$ cat config.mk
export PLATFORM = sky130hd
export DESIGN_NAME = id_stage_pipe_flat
export DESIGN_NICKNAME = d
export VERILOG_FILES = /design/src/rtl/id_stage_if.sv /design/src/rtl/id_stage_pipe.sv /design/src/flat_wrapper.sv
export SDC_FILE = /design/constraint.sdc
export NUM_CORES = 2
export LEC_CHECK = 0
export ABC_AREA = 1
export CAP_MARGIN = 20
export CORE_AREA = 2 2 415 417
export CTS_BUF_LIST = sky130_fd_sc_hd__clkbuf_4
export CTS_CLUSTER_DIAMETER = 50
export DETAILED_ROUTE_END_ITERATION = 8
export DIE_AREA = 0 0 417 419
export SETUP_SLACK_MARGIN = 0.3
export SKIP_CTS_REPAIR_TIMING = 1
export SLEW_MARGIN = 25
export SYNTH_ARGS = -nofsm -noshare
export SYNTH_HDL_FRONTEND = slang
export SYNTH_SLANG_ARGS = --single-unit
$ cat constraint.sdc
create_clock -name clk_i -period 53.9 [get_ports clk_i]
set_input_delay 8.085 -clock clk_i [delete_from_list [all_inputs] [get_ports clk_i]]
set_output_delay 8.085 -clock clk_i [all_outputs]
set_load 0.01 [all_outputs]
$ cat src/rtl/id_stage_if.sv
// Decode-stage bus: IF-side handshake, EX-side hazard/writeback inputs and the
// registered decode payload. "slave" is the stage view, "master" the environment.
interface id_stage_if #(
    parameter int XLEN     = 32,
    parameter int ALU_OP_W = 4
);
    logic                valid_i;
    logic                ready_o;
    logic [31:0]         instr_i;
    logic [31:0]         pc_i;
    logic                flush_i;
    logic                ex_valid_i;
    logic                ex_is_load_i;
    logic [4:0]          ex_rd_i;
    logic                wb_we_i;
    logic [4:0]          wb_waddr_i;
    logic [XLEN-1:0]     wb_wdata_i;
    logic                valid_o;
    logic                ready_i;
    logic [XLEN-1:0]     op_a_o;
    logic [XLEN-1:0]     op_b_o;
    logic [XLEN-1:0]     rs2_data_o;
    logic [XLEN-1:0]     imm_o;
    logic [4:0]          rd_addr_o;
    logic                rd_we_o;
    logic [ALU_OP_W-1:0] alu_op_o;
    logic                is_load_o;
    logic                is_store_o;
    logic                branch_o;
    logic                jump_o;
    logic [2:0]          funct3_o;
    logic [31:0]         target_o;
    logic [31:0]         pc_o;
    logic                illegal_o;

    modport master (
        output valid_i, instr_i, pc_i, flush_i, ex_valid_i, ex_is_load_i, ex_rd_i,
               wb_we_i, wb_waddr_i, wb_wdata_i, ready_i,
        input  ready_o, valid_o, op_a_o, op_b_o, rs2_data_o, imm_o, rd_addr_o, rd_we_o,
               alu_op_o, is_load_o, is_store_o, branch_o, jump_o, funct3_o, target_o,
               pc_o, illegal_o
    );

    modport slave (
        input  valid_i, instr_i, pc_i, flush_i, ex_valid_i, ex_is_load_i, ex_rd_i,
               wb_we_i, wb_waddr_i, wb_wdata_i, ready_i,
        output ready_o, valid_o, op_a_o, op_b_o, rs2_data_o, imm_o, rd_addr_o, rd_we_o,
               alu_op_o, is_load_o, is_store_o, branch_o, jump_o, funct3_o, target_o,
               pc_o, illegal_o
    );
endinterface

$ cat src/rtl/id_stage_pipe.sv
// RV32I/E decode stage: register file, full decoder, load-use stall, flush and
// precomputed branch/JAL targets. One registered stage with valid/ready on both sides.
// Optional macro WB_BYPASS_EN: same-cycle writeback-to-read bypass in the register file.
module id_stage_pipe #(
    parameter int XLEN     = 32,
    parameter int NREGS    = 32,
    parameter int ALU_OP_W = 4
) (
    input logic     clk_i,
    input logic     rst_i,
    id_stage_if.slave bus
);
    localparam int AW = $clog2(NREGS);

    localparam logic [6:0] OPC_LUI    = 7'b0110111;
    localparam logic [6:0] OPC_AUIPC  = 7'b0010111;
    localparam logic [6:0] OPC_JAL    = 7'b1101111;
    localparam logic [6:0] OPC_JALR   = 7'b1100111;
    localparam logic [6:0] OPC_BRANCH = 7'b1100011;
    localparam logic [6:0] OPC_LOAD   = 7'b0000011;
    localparam logic [6:0] OPC_STORE  = 7'b0100011;
    localparam logic [6:0] OPC_OPIMM  = 7'b0010011;
    localparam logic [6:0] OPC_OP     = 7'b0110011;

    localparam logic [ALU_OP_W-1:0] ALU_ADD    = ALU_OP_W'(0);
    localparam logic [ALU_OP_W-1:0] ALU_SUB    = ALU_OP_W'(1);
    localparam logic [ALU_OP_W-1:0] ALU_PASS_B = ALU_OP_W'(10);

    typedef struct packed {
        logic [XLEN-1:0]     op_a;
        logic [XLEN-1:0]     op_b;
        logic [XLEN-1:0]     rs2_data;
        logic [XLEN-1:0]     imm;
        logic [4:0]          rd;
        logic                rd_we;
        logic [ALU_OP_W-1:0] alu_op;
        logic                is_load;
        logic                is_store;
        logic                branch;
        logic                jump;
        logic [2:0]          funct3;
        logic [31:0]         target;
        logic [31:0]         pc;
        logic                illegal;
    } payload_t;

    logic [XLEN-1:0] rf [NREGS];
    payload_t        d, q;
    logic            valid_q;

    logic [31:0] instr;
    logic [6:0]  opc;
    logic [4:0]  rs1, rs2, rd;
    logic [2:0]  f3;
    logic [XLEN-1:0] imm_i, imm_s, imm_b, imm_u, imm_j, rs1_val, rs2_val;
    logic rs1_used, rs2_used, rd_used, legal_op, hazard, advance;

    assign instr = bus.instr_i;
    assign opc   = instr[6:0];
    assign rd    = instr[11:7];
    assign f3    = instr[14:12];
    assign rs1   = instr[19:15];
    assign rs2   = instr[24:20];

    assign imm_i = XLEN'($signed(instr[31:20]));
    assign imm_s = XLEN'($signed({instr[31:25], instr[11:7]}));
    assign imm_b = XLEN'($signed({instr[31], instr[7], instr[30:25], instr[11:8], 1'b0}));
    assign imm_u = XLEN'($signed({instr[31:12], 12'b0}));
    assign imm_j = XLEN'($signed({instr[31], instr[19:12], instr[20], instr[30:21], 1'b0}));

    // Register read: x0 and out-of-range indices read zero; optional writeback bypass
    function automatic logic [XLEN-1:0] read_reg(input logic [4:0] a);
        logic [XLEN-1:0] v;
        v = '0;
        if (a != 5'd0 && int'(a) < NREGS) begin
            v = rf[a[AW-1:0]];
`ifdef WB_BYPASS_EN
            if (bus.wb_we_i && bus.wb_waddr_i == a) v = bus.wb_wdata_i;
`endif
        end
        return v;
    endfunction

    // Shared funct3/funct7[5] ALU decode; SUB exists only for register-register ops
    function automatic logic [ALU_OP_W-1:0] alu_dec(input logic [2:0] fn, input logic b30,
                                                    input logic is_reg);
        logic [ALU_OP_W-1:0] r;
        case (fn)
            3'd0:    r = (is_reg && b30) ? ALU_SUB : ALU_ADD;
            3'd1:    r = ALU_OP_W'(2);
            3'd2:    r = ALU_OP_W'(3);
            3'd3:    r = ALU_OP_W'(4);
            3'd4:    r = ALU_OP_W'(5);
            3'd5:    r = b30 ? ALU_OP_W'(7) : ALU_OP_W'(6);
            3'd6:    r = ALU_OP_W'(8);
            default: r = ALU_OP_W'(9);
        endcase
        return r;
    endfunction

    // Register operand fetch
    always_comb begin
        rs1_val = read_reg(rs1);
        rs2_val = read_reg(rs2);
    end

    // Instruction decode into the next payload
    always_comb begin
        d        = '0;
        rs1_used = 1'b0;
        rs2_used = 1'b0;
        rd_used  = 1'b0;
        legal_op = 1'b1;
        case (opc)
            OPC_LUI: begin
                d.op_b = imm_u; d.imm = imm_u; d.alu_op = ALU_PASS_B; rd_used = 1'b1;
            end
            OPC_AUIPC: begin
                d.op_a = bus.pc_i; d.op_b = imm_u; d.imm = imm_u; rd_used = 1'b1;
            end
            OPC_JAL: begin
                d.op_a = bus.pc_i; d.op_b = XLEN'(4); d.imm = imm_j; d.jump = 1'b1;
                d.target = bus.pc_i + imm_j[31:0]; rd_used = 1'b1;
            end
            OPC_JALR: begin
                d.op_a = bus.pc_i; d.op_b = XLEN'(4); d.imm = imm_i; d.jump = 1'b1;
                rs1_used = 1'b1; rd_used = 1'b1;
            end
            OPC_BRANCH: begin
                d.op_a = rs1_val; d.op_b = rs2_val; d.imm = imm_b; d.branch = 1'b1;
                d.alu_op = ALU_SUB; d.target = bus.pc_i + imm_b[31:0];
                rs1_used = 1'b1; rs2_used = 1'b1;
            end
            OPC_LOAD: begin
                d.op_a = rs1_val; d.op_b = imm_i; d.imm = imm_i; d.is_load = 1'b1;
                rs1_used = 1'b1; rd_used = 1'b1;
            end
            OPC_STORE: begin
                d.op_a = rs1_val; d.op_b = imm_s; d.imm = imm_s; d.is_store = 1'b1;
                rs1_used = 1'b1; rs2_used = 1'b1;
            end
            OPC_OPIMM: begin
                d.op_a = rs1_val; d.op_b = imm_i; d.imm = imm_i;
                d.alu_op = alu_dec(f3, instr[30], 1'b0); rs1_used = 1'b1; rd_used = 1'b1;
            end
            OPC_OP: begin
                d.op_a = rs1_val; d.op_b = rs2_val;
                d.alu_op = alu_dec(f3, instr[30], 1'b1);
                rs1_used = 1'b1; rs2_used = 1'b1; rd_used = 1'b1;
            end
            default: legal_op = 1'b0;
        endcase
        d.rs2_data = rs2_used ? rs2_val : '0;
        d.illegal  = ~legal_op | (rs1_used & (int'(rs1) >= NREGS))
                   | (rs2_used & (int'(rs2) >= NREGS)) | (rd_used & (int'(rd) >= NREGS));
        // Illegal instructions travel downstream as inert markers
        if (d.illegal) begin
            d         = '0;
            d.illegal = 1'b1;
        end
        d.rd_we  = rd_used & (rd != 5'd0) & ~d.illegal;
        d.rd     = rd;
        d.funct3 = f3;
        d.pc     = bus.pc_i;
    end

    assign hazard  = bus.valid_i & bus.ex_valid_i & bus.ex_is_load_i & (bus.ex_rd_i != 5'd0)
                   & ((rs1_used & (rs1 == bus.ex_rd_i)) | (rs2_used & (rs2 == bus.ex_rd_i)));
    assign advance = ~valid_q | bus.ready_i;
    assign bus.ready_o = bus.flush_i | (advance & ~hazard);

    // Register file write port; x0 and indices beyond NREGS are dropped
    always_ff @(posedge clk_i or posedge rst_i) begin
        if (rst_i) begin
            for (int i = 0; i < NREGS; i++) rf[i] <= '0;
        end else if (bus.wb_we_i && bus.wb_waddr_i != 5'd0 && int'(bus.wb_waddr_i) < NREGS) begin
            rf[bus.wb_waddr_i[AW-1:0]] <= bus.wb_wdata_i;
        end
    end

    // Stage register: flush beats advance; a hazard loads a bubble
    always_ff @(posedge clk_i or posedge rst_i) begin
        if (rst_i) begin
            valid_q <= 1'b0;
            q       <= '0;
        end else if (bus.flush_i) begin
            valid_q <= 1'b0;
        end else if (advance) begin
            valid_q <= bus.valid_i & ~hazard;
            q       <= d;
        end
    end

    assign bus.valid_o    = valid_q;
    assign bus.op_a_o     = q.op_a;
    assign bus.op_b_o     = q.op_b;
    assign bus.rs2_data_o = q.rs2_data;
    assign bus.imm_o      = q.imm;
    assign bus.rd_addr_o  = q.rd;
    assign bus.rd_we_o    = q.rd_we;
    assign bus.alu_op_o   = q.alu_op;
    assign bus.is_load_o  = q.is_load;
    assign bus.is_store_o = q.is_store;
    assign bus.branch_o   = q.branch;
    assign bus.jump_o     = q.jump;
    assign bus.funct3_o   = q.funct3;
    assign bus.target_o   = q.target;
    assign bus.pc_o       = q.pc;
    assign bus.illegal_o  = q.illegal;
endmodule
$ cat src/flat_wrapper.sv
// flat-port wrapper written by rule: the top's interface ports become plain ports
module id_stage_pipe_flat 
#(
    parameter int XLEN     = 32,
    parameter int NREGS    = 32,
    parameter int ALU_OP_W = 4
)
  (clk_i, rst_i, bus_valid_i, bus_instr_i, bus_pc_i, bus_flush_i, bus_ex_valid_i, bus_ex_is_load_i, bus_ex_rd_i, bus_wb_we_i, bus_wb_waddr_i, bus_wb_wdata_i, bus_ready_i, bus_ready_o, bus_valid_o, bus_op_a_o, bus_op_b_o, bus_rs2_data_o, bus_imm_o, bus_rd_addr_o, bus_rd_we_o, bus_alu_op_o, bus_is_load_o, bus_is_store_o, bus_branch_o, bus_jump_o, bus_funct3_o, bus_target_o, bus_pc_o, bus_illegal_o);
  id_stage_if #(.XLEN(XLEN), .ALU_OP_W(ALU_OP_W)) bus_i ();
  input logic clk_i;
  input logic rst_i;
  input wire logic [$bits(bus_i.valid_i)-1:0] bus_valid_i;
  input wire logic [$bits(bus_i.instr_i)-1:0] bus_instr_i;
  input wire logic [$bits(bus_i.pc_i)-1:0] bus_pc_i;
  input wire logic [$bits(bus_i.flush_i)-1:0] bus_flush_i;
  input wire logic [$bits(bus_i.ex_valid_i)-1:0] bus_ex_valid_i;
  input wire logic [$bits(bus_i.ex_is_load_i)-1:0] bus_ex_is_load_i;
  input wire logic [$bits(bus_i.ex_rd_i)-1:0] bus_ex_rd_i;
  input wire logic [$bits(bus_i.wb_we_i)-1:0] bus_wb_we_i;
  input wire logic [$bits(bus_i.wb_waddr_i)-1:0] bus_wb_waddr_i;
  input wire logic [$bits(bus_i.wb_wdata_i)-1:0] bus_wb_wdata_i;
  input wire logic [$bits(bus_i.ready_i)-1:0] bus_ready_i;
  output wire logic [$bits(bus_i.ready_o)-1:0] bus_ready_o;
  output wire logic [$bits(bus_i.valid_o)-1:0] bus_valid_o;
  output wire logic [$bits(bus_i.op_a_o)-1:0] bus_op_a_o;
  output wire logic [$bits(bus_i.op_b_o)-1:0] bus_op_b_o;
  output wire logic [$bits(bus_i.rs2_data_o)-1:0] bus_rs2_data_o;
  output wire logic [$bits(bus_i.imm_o)-1:0] bus_imm_o;
  output wire logic [$bits(bus_i.rd_addr_o)-1:0] bus_rd_addr_o;
  output wire logic [$bits(bus_i.rd_we_o)-1:0] bus_rd_we_o;
  output wire logic [$bits(bus_i.alu_op_o)-1:0] bus_alu_op_o;
  output wire logic [$bits(bus_i.is_load_o)-1:0] bus_is_load_o;
  output wire logic [$bits(bus_i.is_store_o)-1:0] bus_is_store_o;
  output wire logic [$bits(bus_i.branch_o)-1:0] bus_branch_o;
  output wire logic [$bits(bus_i.jump_o)-1:0] bus_jump_o;
  output wire logic [$bits(bus_i.funct3_o)-1:0] bus_funct3_o;
  output wire logic [$bits(bus_i.target_o)-1:0] bus_target_o;
  output wire logic [$bits(bus_i.pc_o)-1:0] bus_pc_o;
  output wire logic [$bits(bus_i.illegal_o)-1:0] bus_illegal_o;
  assign bus_i.valid_i = bus_valid_i;
  assign bus_i.instr_i = bus_instr_i;
  assign bus_i.pc_i = bus_pc_i;
  assign bus_i.flush_i = bus_flush_i;
  assign bus_i.ex_valid_i = bus_ex_valid_i;
  assign bus_i.ex_is_load_i = bus_ex_is_load_i;
  assign bus_i.ex_rd_i = bus_ex_rd_i;
  assign bus_i.wb_we_i = bus_wb_we_i;
  assign bus_i.wb_waddr_i = bus_wb_waddr_i;
  assign bus_i.wb_wdata_i = bus_wb_wdata_i;
  assign bus_i.ready_i = bus_ready_i;
  assign bus_ready_o = bus_i.ready_o;
  assign bus_valid_o = bus_i.valid_o;
  assign bus_op_a_o = bus_i.op_a_o;
  assign bus_op_b_o = bus_i.op_b_o;
  assign bus_rs2_data_o = bus_i.rs2_data_o;
  assign bus_imm_o = bus_i.imm_o;
  assign bus_rd_addr_o = bus_i.rd_addr_o;
  assign bus_rd_we_o = bus_i.rd_we_o;
  assign bus_alu_op_o = bus_i.alu_op_o;
  assign bus_is_load_o = bus_i.is_load_o;
  assign bus_is_store_o = bus_i.is_store_o;
  assign bus_branch_o = bus_i.branch_o;
  assign bus_jump_o = bus_i.jump_o;
  assign bus_funct3_o = bus_i.funct3_o;
  assign bus_target_o = bus_i.target_o;
  assign bus_pc_o = bus_i.pc_o;
  assign bus_illegal_o = bus_i.illegal_o;
  id_stage_pipe #(.XLEN(XLEN), .NREGS(NREGS), .ALU_OP_W(ALU_OP_W)) u_core (.clk_i(clk_i), .rst_i(rst_i), .bus(bus_i));
endmodule
; ---- After elaboration in Yosys (flattened, before gate mapping)
; Index checks and enable logic that the tools add are counted.
[word_totals]
reg_bits = 1235
word_cells = 145
inputBits = 114
[classes]
eq_ne = 17
n_lt_le_gt_ge = 4
bitwise = 21
n_reduce_logical = 21
muxes = 32
n_addsub = 2
[ops]
columns = operator, n
row1 = $bwmux W1024, 1
row2 = $bmux W32 S5, 2
row3 = $pmux W32 S5, 2
row4 = $mux W32, 8
row5 = $mux W210, 1
row6 = $demux W32 S5, 1
row7 = $pmux W32 S2, 2
row8 = $add A32 B32 Y32, 2
row9 = $pmux W4 S7, 2
row10 = $reduce_bool A5 Y1, 5
row11 = $eq A7 B6 Y1 const B, 3
row12 = $eq A7 B7 Y1 const B, 3
row13 = $ge A6 B6 Y1 const B, 3
row14 = $not A5 Y6, 3
row15 = $pmux W4 S4, 1
row16 = $eq A7 B5 Y1 const B, 2
row17 = $mux W1, 12
row18 = $and A1 B1 Y1, 10
row19 = $eq A5 B5 Y1, 2
row20 = $eq A3 B3 Y1 const B, 3
row21 = $reduce_or A3 Y1, 3
row22 = $reduce_or A9 Y1, 1
row23 = $reduce_or A2 Y1, 4
row24 = $eq A7 B2 Y1 const B, 1
row25 = 12 further kinds, 20

; ---- Logic depth before layout (Yosys ltp)
[logic_depth]
word_depth = 10
mapped_depth = 21

; ---- Worst setup path after synthesis
; OpenSTA, ideal clock, no wires.
[synth_timing]
path_kind = input -> output
from = input bus_instr_i[21]
to = output bus_ready_o
setup_slack_ns = 36.466
cell_stages = 11
required_time_ns = 45.815
t_arrival_ns = 9.349
path_cell_list = clkbuf_1 > clkbuf_1 > clkbuf_1 > nand2_1 > nand4_1 > nor3_1 > o211ai_1 > nand2_1 > nand2_1 > o21ai_0 > nand2_1
[synth_via]
elab_chain_cells = 7
[synth_rtl]
columns = element, line
row1 = "start, declared", flat_wrapper.sv:13  ; input wire logic [$bits(bus_i.instr_i)-1:0] bus_instr_i;
row2 = $eq A5 B5 Y1, id_stage_pipe.sv:168  ; & ((rs1_used & (rs1 == bus.ex_rd_i)) | (rs2_used & (rs2 == bus.ex_rd_i)));
row3 = $and A1 B1 Y1, id_stage_pipe.sv:168
row4 = $or A1 B1 Y1, id_stage_pipe.sv:168
row5 = $and A1 B1 Y1, id_stage_pipe.sv:168
row6 = $not A1 Y1, id_stage_pipe.sv:170  ; assign bus.ready_o = bus.flush_i | (advance & ~hazard);
row7 = $and A1 B1 Y1, id_stage_pipe.sv:170
row8 = $or A1 B1 Y1, id_stage_pipe.sv:170
row9 = "end, declared", flat_wrapper.sv:23  ; output wire logic [$bits(bus_i.ready_o)-1:0] bus_ready_o;
; No other way between the ends.

; ---- Worst setup path after layout
[layout_timing]
from = input bus_instr_i[5]
to = output bus_ready_o
[layout_via]
elab_chain_cells = 9
[layout_rtl]
columns = element, line
row1 = $eq A7 B7 Y1 (tied with other cells), id_stage_pipe.sv:114  ; case (opc)
row2 = $reduce_or A6 Y1 (no line) or $reduce_or A3 Y1 (tied branches), --
row3 = $mux W1, id_stage_pipe.sv:114
row4 = $and A1 B1 Y1, id_stage_pipe.sv:168
row5 = $or A1 B1 Y1 *, id_stage_pipe.sv:168
row6 = $and A1 B1 Y1 *, id_stage_pipe.sv:168
row7 = $not A1 Y1 *, id_stage_pipe.sv:170
row8 = $and A1 B1 Y1 *, id_stage_pipe.sv:170
row9 = $or A1 B1 Y1 *, id_stage_pipe.sv:170
; Every way passes the cells marked *; elsewhere a longest branch is shown, timed or not.

==> reports/results.ini <==
[setup_path]
crit_arrival_ns=10.72
rrSetupSlack_ns=50.65
cp-start-kind=primary input
cp_max_fo=35
rr_endpoint=u_core.bus.target_o[16]$_DFFE_PP0P_
critical_path_class=primary input to output port
r2r_start=u_core.bus.valid_o$_DFFE_PP0P_
worstRegToRegCells=10
end_kind=output port
worstPathRequired_ns=45.82

[clock_network]
cts_buffers=353
cts_tree=yes
clock_sinks=1235
clkTransAtPathRegs_ns=0.07
cts_root_buf=clkbuf_4
clk_path_buf_depth=4
clock_latency_ns=1.35
ctsHtreeMaxLevel=5

[logic_synthesis]
yosysMostFrequentCell=nand2_1
ys_types=39
yosys-top-cells-count=nand2_1 (3,208), o21ai_0 (1,509), dfrtp_1 (1,235)
ys.flop_type=dfrtp_1
async_flop_share_pct=100
synth-edff-count=0
synth_nets=9779
avgSynthCellArea_sq_um=7.02
synth_area_leaders=dfrtp_1 (46%), nand2_1 (18%), o21ai_0 (11%)
yosys_warnings=0
yosys.area.top_type=dfrtp_1
ys_seq_area_share_pct=45.7
synth_top_area_share_pct=45.7
netlist_instances=9630
ys_seq_elements=1235
syn_area_sq_um=67600

[floorplanning]
num_rows=152
io_pins=326
die_h_um=419
start_util_pct=39.7
dieArea_sq_um=175000
core-area_sq_um=171000
die_w_um=417

[timing]
fin_hold_ws_ns=0.396
slew_headroom_pct=22.2
worst_pin_slew_ns=1.17
hold_viol_final=0
fin_crit_ns=18.80
slew_viol_final=0
rsz0062_at_grt=false
fin_tns_setup_ns=0
max_freq_mhz=53.2
setup_viol=0
min_period_over_period_pct=34.9
fin_skew_ns=0.0780

[detailed_routing]
antenna_left=0
post_drt_wl_per_cell_um=23.8
drt-initial-drc-count=8409
num_vias=69667
first_pass_iters=7
detail_route.vias_per_cell=5.75
wirelength_um=288000
remaining_drc_errors=0

[grt]
grt_pass1_vias=66007
track_usage_pct=32.4
grt_max_degree=179
grt_antenna_before_repair=21
grt_pass1_wl_um=426000
grt.overflow.total=0

[hold_path]
hold_path.class=register to register
holdPathEnd=u_core.rf[995]$_DFFE_PP0P_
min_from=u_core.rf[995]$_DFFE_PP0P_
min_path_cells=0

[placed_design]
detailed_place_hpwl_um=166000
gp_congestion=0.912
numPortBuffers=325
dp_cells=11524

[finish]
nets=9800
syn2layout_area_growth_pct=12.6
postLayoutCoreUtil_pct=44.6
drive_above_1_share_pct=7.49
fillers=17517
stdcell_count=12124

[outcome]
status=finished clean

[power]
vdd.ir_drop.worst_mv=0.0257
p_leak_nw=36.1
power_density_nw_per_um2=33.7

[flow_run]
max-cap-violations=0

how the worst max path moves through the flow:
| stage | start | to | slack (ns) |
|---|---|---|---|
| finish | bus_instr_i[5] | bus_ready_o | 35.10 |
| global placement | bus_instr_i[5] | bus_ready_o | 35.02 |
| detailed placement | bus_instr_i[5] | bus_ready_o | 35.09 |
| global route | bus_instr_i[5] | bus_ready_o | 34.89 |
| CTS | bus_instr_i[5] | bus_ready_o | 35.07 |
| floorplan | rst_i | u_core.bus.alu_op_o[0]$_DFFE_PP0P_ | 11.02 |
cell type report:
class	instances	area, sq um	share of cell area [%]
Clock inverter	44	244	0.320
Sequential cell	1235	30900	40.6
Timing Repair Buffer	453	4460	5.85
Antenna cell	19	47.5	0.0624
Inverter	459	1770	2.33
Multi-Input combinational cell	7149	31900	41.9
Tap cell	2233	2790	3.67
Clock buffer	532	3990	5.24
sequential cells by signal, summed over array words and instances, names as in the netlist, 3 cells and up:
register	flops
u_core.rf	1024
u_core.bus.imm_o	32
u_core.bus.op_a_o	32
u_core.bus.op_b_o	32
u_core.bus.pc_o	32
u_core.bus.rs2_data_o	32
u_core.bus.target_o	32
u_core.bus.rd_addr_o	5
u_core.bus.alu_op_o	4
u_core.bus.funct3_o	3
per-layer routing:
layer  wire length (um)  global-route usage [%]  up-vias
met5                 36                       0        -
met4              20200                    22.0        6
li1                   -                       -    31645
met2             127000                    49.6     4075
met3              30400                    7.98      869
met1             111000                    40.4    33072
where the power goes:
part	internal [mW]	switching (mW)	total, mW
Combinational	0.171	0.332	0.503
Sequential	1.08	0.104	1.18
Clock	0.457	0.420	0.878
Total	1.71	0.856	2.56
kinds of logic after synthesis:
group	Yosys count	synth area share (%)
buf+inv	1246	7.23
flops	1235	45.7
xor+xnor	20	0.259
fa+ha+maj	35	0.658
compound gates	1988	15.3
simple gates	5106	30.8
layout by cell type, fill, tap and decap left out, types with 147 or more instances in the layout:
cell type        count
nor2_1             645
o211ai_1           147
a21oi_1            272
clkdlybuf4s50_1    315
nand3_1           1168
nand2_1           3193
o21ai_0           1509
inv_1              443
clkbuf_4           532
dfrtp_1           1235
stage by stage:
stage	power [mW]	cell area, sq um	setup WS, ns
global placement	1.67	71700	35.02
global route	2.71	76100	34.89
detailed placement	1.69	71700	35.09
CTS	2.56	76000	35.07
floorplan	1.52	67600	11.02
finish	2.56	76100	35.10
critical path: stages:
cell,delay (ns)
clkdlybuf4s50_1,0.62
nand2_1,0.13
nor2_2,0.16
inv_2,0.08
a21oi_4,0.14
buf_4,0.37
nor2_2,0.13
nand2_1,0.16
nand3_1,0.09
nand2_1,0.08
nand2_1,0.07
o21ai_0,0.08
nand2_1,0.06
clkdlybuf4s50_1,0.47
Note: power is estimated with default switching activity, not from simulation.
